`config.mk`:
```
export PLATFORM = sky130hd
export DESIGN_NAME = treeval_sched
export DESIGN_NICKNAME = d
export VERILOG_FILES = /design/src/rtl/treeval_sched.sv
export SDC_FILE = /design/constraint.sdc
export NUM_CORES = 1
export LEC_CHECK = 0
export BUFFER_PORTS_ARGS = -buffer_cell sky130_fd_sc_hd__buf_2
export CAP_MARGIN = 20
export CORE_AREA = 4 4 113 94
export CTS_CLUSTER_DIAMETER = 100
export CTS_CLUSTER_SIZE = 8
export DETAILED_ROUTE_END_ITERATION = 10
export DIE_AREA = 0 0 117 98
export MAX_ROUTING_LAYER = met4
export PLACE_DENSITY_LB_ADDON = 0.05
export RECOVER_POWER = 25
export SYNTH_ARGS = -nofsm -noshare
export SYNTH_HDL_FRONTEND = slang
export SYNTH_SLANG_ARGS = --single-unit
export TNS_END_PERCENT = 50
```
`constraint.sdc`:
```
create_clock -name clk -period 3.54 [get_ports clk]
set_input_delay 0.354 -clock clk [delete_from_list [all_inputs] [get_ports clk]]
set_output_delay 0.354 -clock clk [all_outputs]
set_load 0.02 [all_outputs]
```
`src/rtl/treeval_sched.sv`:
```
// Round-robin front end sharing one treeval unit among NUM_REQ message sources.
// Optional run/timeout statistics ports are enabled by defining TREEVAL_SCHED_STATS_EN.
module treeval_sched #(
  parameter int unsigned NUM_REQ        = 2,
  parameter int unsigned W_MSG          = 64,
  parameter int unsigned W_ADDR         = 10,
  parameter int unsigned MAX_DATA_WIDTH = 10,
  parameter int unsigned W_REWARD       = 10,
  parameter int unsigned W_ACTION       = 3,
  parameter int unsigned TIMEOUT_CYCLES = 1024
) (
  input  logic                        clk,
  input  logic                        rst,
  input  logic [NUM_REQ-1:0]          req_rdy,
  input  logic [NUM_REQ*W_MSG-1:0]    req_msg,
  output logic [NUM_REQ-1:0]          req_ack,
  output logic [NUM_REQ-1:0]          rsp_rdy,
  output logic [W_MSG-1:0]            rsp_msg,
  input  logic [NUM_REQ-1:0]          rsp_ack,
  output logic                        tv_rst,
  output logic                        tv_mem_par,
  output logic                        tv_mem_act,
  output logic                        tv_mem_rew,
  output logic                        tv_mem_weight,
  output logic [W_ADDR-1:0]           tv_mem_addr,
  output logic [MAX_DATA_WIDTH-1:0]   tv_mem_data,
  output logic                        tv_conf_nodes,
  output logic [MAX_DATA_WIDTH-1:0]   tv_conf_data,
  input  logic                        tv_exp_change,
  input  logic [W_REWARD-1:0]         tv_exp,
  input  logic [W_ACTION-1:0]         tv_act,
  output logic                        busy,
  output logic [$clog2(NUM_REQ)-1:0]  owner
`ifdef TREEVAL_SCHED_STATS_EN
  ,
  output logic [15:0]                 run_count,
  output logic [15:0]                 timeout_count
`endif
);

  localparam int unsigned W_OWN = $clog2(NUM_REQ);
  localparam int unsigned W_CNT = $clog2(TIMEOUT_CYCLES + 1);
  localparam int unsigned W_PAD = W_MSG - 2 - W_ACTION - W_REWARD;

  typedef enum logic [1:0] {S_IDLE, S_ISSUE, S_WAIT, S_RESP} state_t;
  typedef enum logic [1:0] {C_RUN = 2'd0, C_NODE = 2'd1, C_CONF = 2'd2, C_ILL = 2'd3} cmd_t;

  state_t r_state, w_state_nxt;

  logic [W_OWN-1:0]          r_ptr, r_owner;
  logic [NUM_REQ-1:0]        r_ack;
  cmd_t                      r_cmd;
  logic [W_ADDR-1:0]         r_addr;
  logic [1:0]                r_field, r_sub;
  logic [MAX_DATA_WIDTH-1:0] r_data;
  logic                      r_par, r_act_s, r_rew, r_weight, r_conf, r_tvrst;
  logic [W_ADDR-1:0]         r_maddr;
  logic [MAX_DATA_WIDTH-1:0] r_mdata, r_cdata;
  logic [W_CNT-1:0]          r_cnt;
  logic [1:0]                r_status;
  logic [W_REWARD-1:0]       r_exp;
  logic [W_ACTION-1:0]       r_act;

  logic                      w_hi_vld, w_lo_vld, w_any;
  logic [W_OWN-1:0]          w_hi_idx, w_lo_idx, w_gnt_idx;
  logic [NUM_REQ-1:0]        w_gnt_oh, w_own_oh;
  logic [W_MSG-1:0]          w_gnt_msg;
  logic                      w_unused_msg;
  logic                      w_illegal, w_grant, w_start_run, w_done, w_tmo;

  // Rotating priority: lowest ready index at or above r_ptr, else lowest overall.
  always_comb begin
    w_hi_vld = 1'b0;
    w_hi_idx = '0;
    w_lo_vld = 1'b0;
    w_lo_idx = '0;
    for (int unsigned i = NUM_REQ; i > 0; i--) begin
      if (req_rdy[i-1]) begin
        w_lo_vld = 1'b1;
        w_lo_idx = W_OWN'(i - 1);
        if ((i - 1) >= 32'(r_ptr)) begin
          w_hi_vld = 1'b1;
          w_hi_idx = W_OWN'(i - 1);
        end
      end
    end
    w_any     = w_lo_vld;
    w_gnt_idx = w_hi_vld ? w_hi_idx : w_lo_idx;
  end

  always_comb begin
    w_gnt_msg = '0;
    w_gnt_oh  = '0;
    w_own_oh  = '0;
    for (int unsigned i = 0; i < NUM_REQ; i++) begin
      w_gnt_oh[i] = (w_gnt_idx == W_OWN'(i));
      w_own_oh[i] = (r_owner == W_OWN'(i));
      if (w_gnt_idx == W_OWN'(i)) w_gnt_msg = req_msg[i*W_MSG +: W_MSG];
    end
  end

  assign w_unused_msg = ^w_gnt_msg;
  assign w_illegal    = (r_cmd == C_ILL) || ((r_cmd == C_CONF) && (r_sub != 2'd0));

  always_ff @(posedge clk or posedge rst) begin
    if (rst) r_state <= S_IDLE;
    else     r_state <= w_state_nxt;
  end

  always_comb begin
    w_state_nxt = r_state;
    w_grant     = 1'b0;
    w_start_run = 1'b0;
    w_done      = 1'b0;
    w_tmo       = 1'b0;
    busy        = (r_state != S_IDLE);
    rsp_rdy     = '0;
    rsp_msg     = '0;
    case (r_state)
      S_IDLE: begin
        if (w_any) begin
          w_grant     = 1'b1;
          w_state_nxt = S_ISSUE;
        end
      end
      S_ISSUE: begin
        if (w_illegal) begin
          w_state_nxt = S_RESP;
        end else if (r_cmd == C_RUN) begin
          w_start_run = 1'b1;
          w_state_nxt = S_WAIT;
        end else begin
          w_state_nxt = S_IDLE;
        end
      end
      S_WAIT: begin
        // Completion takes precedence over a timeout landing on the same cycle.
        if (tv_exp_change) begin
          w_done      = 1'b1;
          w_state_nxt = S_RESP;
        end else if (r_cnt == W_CNT'(TIMEOUT_CYCLES - 1)) begin
          w_tmo       = 1'b1;
          w_state_nxt = S_RESP;
        end
      end
      S_RESP: begin
        rsp_rdy = w_own_oh;
        rsp_msg = {r_status, {W_PAD{1'b0}}, r_act, r_exp};
        if (|(rsp_ack & w_own_oh)) w_state_nxt = S_IDLE;
      end
      default: w_state_nxt = S_IDLE;
    endcase
  end

  always_ff @(posedge clk or posedge rst) begin
    if (rst) begin
      r_ptr    <= '0;
      r_owner  <= '0;
      r_ack    <= '0;
      r_cmd    <= C_RUN;
      r_addr   <= '0;
      r_field  <= '0;
      r_sub    <= '0;
      r_data   <= '0;
      r_par    <= 1'b0;
      r_act_s  <= 1'b0;
      r_rew    <= 1'b0;
      r_weight <= 1'b0;
      r_conf   <= 1'b0;
      r_tvrst  <= 1'b0;
      r_maddr  <= '0;
      r_mdata  <= '0;
      r_cdata  <= '0;
      r_cnt    <= '0;
      r_status <= '0;
      r_exp    <= '0;
      r_act    <= '0;
    end else begin
      r_ack <= w_grant ? w_gnt_oh : '0;
      if (w_grant) begin
        r_owner <= w_gnt_idx;
        r_ptr   <= (w_gnt_idx == W_OWN'(NUM_REQ - 1)) ? '0 : w_gnt_idx + 1'b1;
        r_cmd   <= cmd_t'(w_gnt_msg[W_MSG-1 -: 2]);
        r_addr  <= w_gnt_msg[W_MSG-3 -: W_ADDR];
        r_field <= w_gnt_msg[W_MSG-3-W_ADDR -: 2];
        r_sub   <= w_gnt_msg[W_MSG-3 -: 2];
        r_data  <= w_gnt_msg[MAX_DATA_WIDTH-1:0];
      end

      r_par    <= 1'b0;
      r_act_s  <= 1'b0;
      r_rew    <= 1'b0;
      r_weight <= 1'b0;
      r_conf   <= 1'b0;
      r_maddr  <= '0;
      r_mdata  <= '0;
      r_cdata  <= '0;
      if (r_state == S_ISSUE && r_cmd == C_NODE) begin
        r_par    <= (r_field == 2'd0);
        r_act_s  <= (r_field == 2'd1);
        r_rew    <= (r_field == 2'd2);
        r_weight <= (r_field == 2'd3);
        r_maddr  <= r_addr;
        r_mdata  <= r_data;
      end
      if (r_state == S_ISSUE && r_cmd == C_CONF && !w_illegal) begin
        r_conf  <= 1'b1;
        r_cdata <= r_data;
      end

      r_tvrst <= w_start_run;
      if (w_start_run)            r_cnt <= '0;
      else if (r_state == S_WAIT) r_cnt <= r_cnt + 1'b1;

      if (r_state == S_ISSUE && w_illegal) begin
        r_status <= 2'd2;
        r_exp    <= '0;
        r_act    <= '0;
      end else if (w_done) begin
        r_status <= 2'd0;
        r_exp    <= tv_exp;
        r_act    <= tv_act;
      end else if (w_tmo) begin
        r_status <= 2'd1;
        r_exp    <= '0;
        r_act    <= '0;
      end
    end
  end

  assign req_ack       = r_ack;
  assign owner         = r_owner;
  assign tv_rst        = r_tvrst;
  assign tv_mem_par    = r_par;
  assign tv_mem_act    = r_act_s;
  assign tv_mem_rew    = r_rew;
  assign tv_mem_weight = r_weight;
  assign tv_mem_addr   = r_maddr;
  assign tv_mem_data   = r_mdata;
  assign tv_conf_nodes = r_conf;
  assign tv_conf_data  = r_cdata;

`ifdef TREEVAL_SCHED_STATS_EN
  logic [15:0] r_run_cnt, r_tmo_cnt;

  always_ff @(posedge clk or posedge rst) begin
    if (rst) begin
      r_run_cnt <= '0;
      r_tmo_cnt <= '0;
    end else begin
      if (w_start_run && r_run_cnt != '1) r_run_cnt <= r_run_cnt + 1'b1;
      if (w_tmo && r_tmo_cnt != '1)       r_tmo_cnt <= r_tmo_cnt + 1'b1;
    end
  end

  assign run_count     = r_run_cnt;
  assign timeout_count = r_tmo_cnt;
`endif

endmodule

```
==> results_dict.tcl <==
set metrics [dict create \
    min-delay-path-class "in2reg" \
    dr.pass1.iters 5 \
    place_congestion 0.7417 \
    postCtsResizedCells 0 \
    holdWs_ns 0.2309 \
    pin_count 254 \
    start_kind "flop" \
    synth_cells 352 \
    nFillCells 876 \
    min-delay-start "req_msg[126]" \
    die_x_um 117 \
    cts_tree "built" \
    drive_above_1_share_pct 31.32 \
    ant_nets 0 \
    fin_nets 623 \
    avgSynthCellArea_um2 11.37 \
    initial_core_util_pct 42.35 \
    worst_slew_pin_slew_ns 1.066 \
    worstSkewPairLatency_ns 0.33 \
    rows 32 \
    place_hpwl_um 6317 \
    synthesis.area_um2 4001 \
    die_h_um 98 \
    synth_ff_type "dfrtp_1" \
    hold_viol_final 0 \
    synthTopCellsByArea "dfrtp_1, buf_4, a222oi_1" \
    synth_edf_count 0 \
    fin_setup_tns_ns 0 \
    finalWorstSetupSlack_ns 1.350 \
    numClockSinks 92 \
    wl_per_cell_um 15.06 \
    synthArstFlopShare_pct 100.0 \
    syn2layout_area_growth_pct 22.89 \
    dp_slack_ns 1.311 \
    reg2reg_to "r_addr[7]$_DFFE_PP0P_" \
    grt_max_degree 85 \
    synth_commonest_cells "dfrtp_1, buf_4, and2_1, inv_1, a222oi_1" \
    hold_end "r_cmd[0]$_DFFE_PP0P_" \
    drtIter0Drc 291 \
    status "complete, no violations" \
    rr_worst_depth 5 \
    synth_largest_area_cell "dfrtp_1" \
    yosys.cell_count.top_type "dfrtp_1" \
    r2r_slack_ns 1.35 \
    cts_max_level 3 \
    n_antenna_cell 0 \
    min_period_ns 2.190 \
    ys_seq_elements 92 \
    antenna_found_initial 0 \
    whs_path_depth 3 \
    fp.dieArea_um2 11470 \
    max_cap_violations 0 \
    totalWireLength_um 9008 \
    grt_pass1_wl_um 13970 \
    cts_buffers 9 \
    fin_cells 598 \
    required_ns 3.75 \
    maxSlewHeadroom_pct 28.53 \
    grt_pass1_vias 2747 \
    grt_usage_pct 16.04 \
    end_kind "flop" \
    crit_fanout 24 \
    portBuffers 124 \
    cts_setup_buffers 0 \
    synth-seq-area-share_pct 57.54 \
    synth_warnings 0 \
    cts.path.max_buffers 2 \
    cp.arrival_ns 2.40 \
    power_density_nw_per_um2 750.1 \
    post-route-util_pct 52.04 \
    drc 0 \
    cts-root-buf "clkbuf_16" \
    rsz0062_at_grt "false" \
    p_leak_uw 0.002846 \
    critPathKind "reg2reg" \
    synth_top_area_share_pct 57.54 \
    avgViaCountPerCell 4.823 \
    core_area_um2 9449 \
    timing.final.crit_share_pct 61.86 \
    dp_cells 580 \
    setup_viol 0 \
    num_vias 2884 \
    clock_skew_ns 0.006660 \
    ys_types 38 \
    clkSlewWorstSetupHoldPaths_ns 0.06 \
    ir_drop_mv 0.3706 \
    maxSlewViolCount 0 \
    grt_overflow_total 0 \
    fmax_ghz 0.4567 \
]
[metal layers]
layer	part of all wire, %	GRT usage, %	up-vias
met4	1.3	6.085	0
li1	-	-	1370
met5	0	-	-
met2	45	22.69	141
met1	46	22.37	1363
met3	8.0	3.779	10
[state kept, by name, indices dropped and copies added (netlist names), 2 cells and up, named ones only]
| name | count |
|---|---|
| tv_conf_data | 10 |
| tv_mem_data | 10 |
| r_cmd | 2 |
| tv_mem_addr | 10 |
| r_cnt | 11 |
| req_ack | 2 |
| r_data | 10 |
| r_addr | 10 |
| r_status | 2 |
| r_act | 3 |
| r_field | 2 |
| r_exp | 10 |
[power breakdown]
| part | switching, uW | internal, uW | leakage (uW) |
|---|---|---|---|
| Sequential | 229 | 1340 | 0.00122 |
| Combinational | 630 | 436 | 0.00146 |
| Clock | 396 | 660 | 0.000166 |
| Total | 1260 | 2430 | 0.00285 |
[cell type report]
class / instances / area [um2] / area share [%]
tap: 119 / 148.9 / 3.028
timing repair buffer: 131 / 690.7 / 14.05
clock inverter: 5 / 82.58 / 1.679
sequential: 92 / 2302 / 46.82
inverter: 30 / 113.9 / 2.316
multi-input combinational: 210 / 1326 / 26.97
clock buffer: 11 / 252.7 / 5.140
[critical path: stages, from the launching register on]
cell	delay, ns
dfrtp_1	0.73
nor2_1	0.22
and3_1	0.45
buf_4	0.30
a222oi_1	0.30
inv_1	0.07
[cells by family after synthesis]
logic type                 count (synthesis)  synth area share (%)
adders and majority gates                  1                0.3126
buffers and inverters                     98                 14.04
DFF                                       92                 57.54
other                                      1               0.09372
muxes                                      3                0.7505
and+or+nand+nor                          100                 14.76
xor gates and xnor gates                   1                0.2189
AOI/OAI and AO/OA                         56                 12.29
[layout by cell type (no fill, tap or decap), types with 3 or more instances in the layout]
| cell type | count |
|---|---|
| a21o_1 | 3 |
| a222oi_1 | 24 |
| a22o_1 | 13 |
| and2_1 | 30 |
| and3_1 | 19 |
| buf_2 | 123 |
| buf_4 | 4 |
| clkbuf_16 | 9 |
| conb_1 | 49 |
| dfrtp_1 | 92 |
| inv_1 | 29 |
| mux2i_1 | 3 |
| nand2_1 | 12 |
| nand2b_1 | 6 |
| nand3_1 | 7 |
| nor2_1 | 8 |
| o21ai_0 | 6 |
| or3_1 | 3 |
[metrics by stage]
step / power, uW / area [um2]
floorplan: 2361 / 4182
global placement: 2644 / 4551
detailed placement: 2661 / 4551
CTS: 3730 / 4886
global route: 3934 / 4917
finish: 3688 / 4917
[worst max path at each step]
| stage | endpoint | from | slack (ns) | depth (start not counted) |
|---|---|---|---|---|
| after floorplan | async pin | rst | 0.79 | 1 |
| after global placement | r_field[0]$_DFFE_PP0P_ | r_state[0]$_DFFE_PP0P_ | 1.33 | 5 |
| after detailed placement | r_addr[8]$_DFFE_PP0P_ | r_state[0]$_DFFE_PP0P_ | 1.31 | 5 |
| after CTS | r_addr[8]$_DFFE_PP0P_ | r_state[0]$_DFFE_PP0P_ | 1.31 | 5 |
| after global routing | r_field[0]$_DFFE_PP0P_ | r_state[0]$_DFFE_PP0P_ | 1.08 | 5 |
| final | r_addr[7]$_DFFE_PP0P_ | flop | 1.35 | 5 |
[timing repair]
action	CTS	global route
hold endpoints to repair	0	21
hold buffers	0	1
endpoints found under the setup margin	0	0
Note: power is estimated with default switching activity, not from simulation.
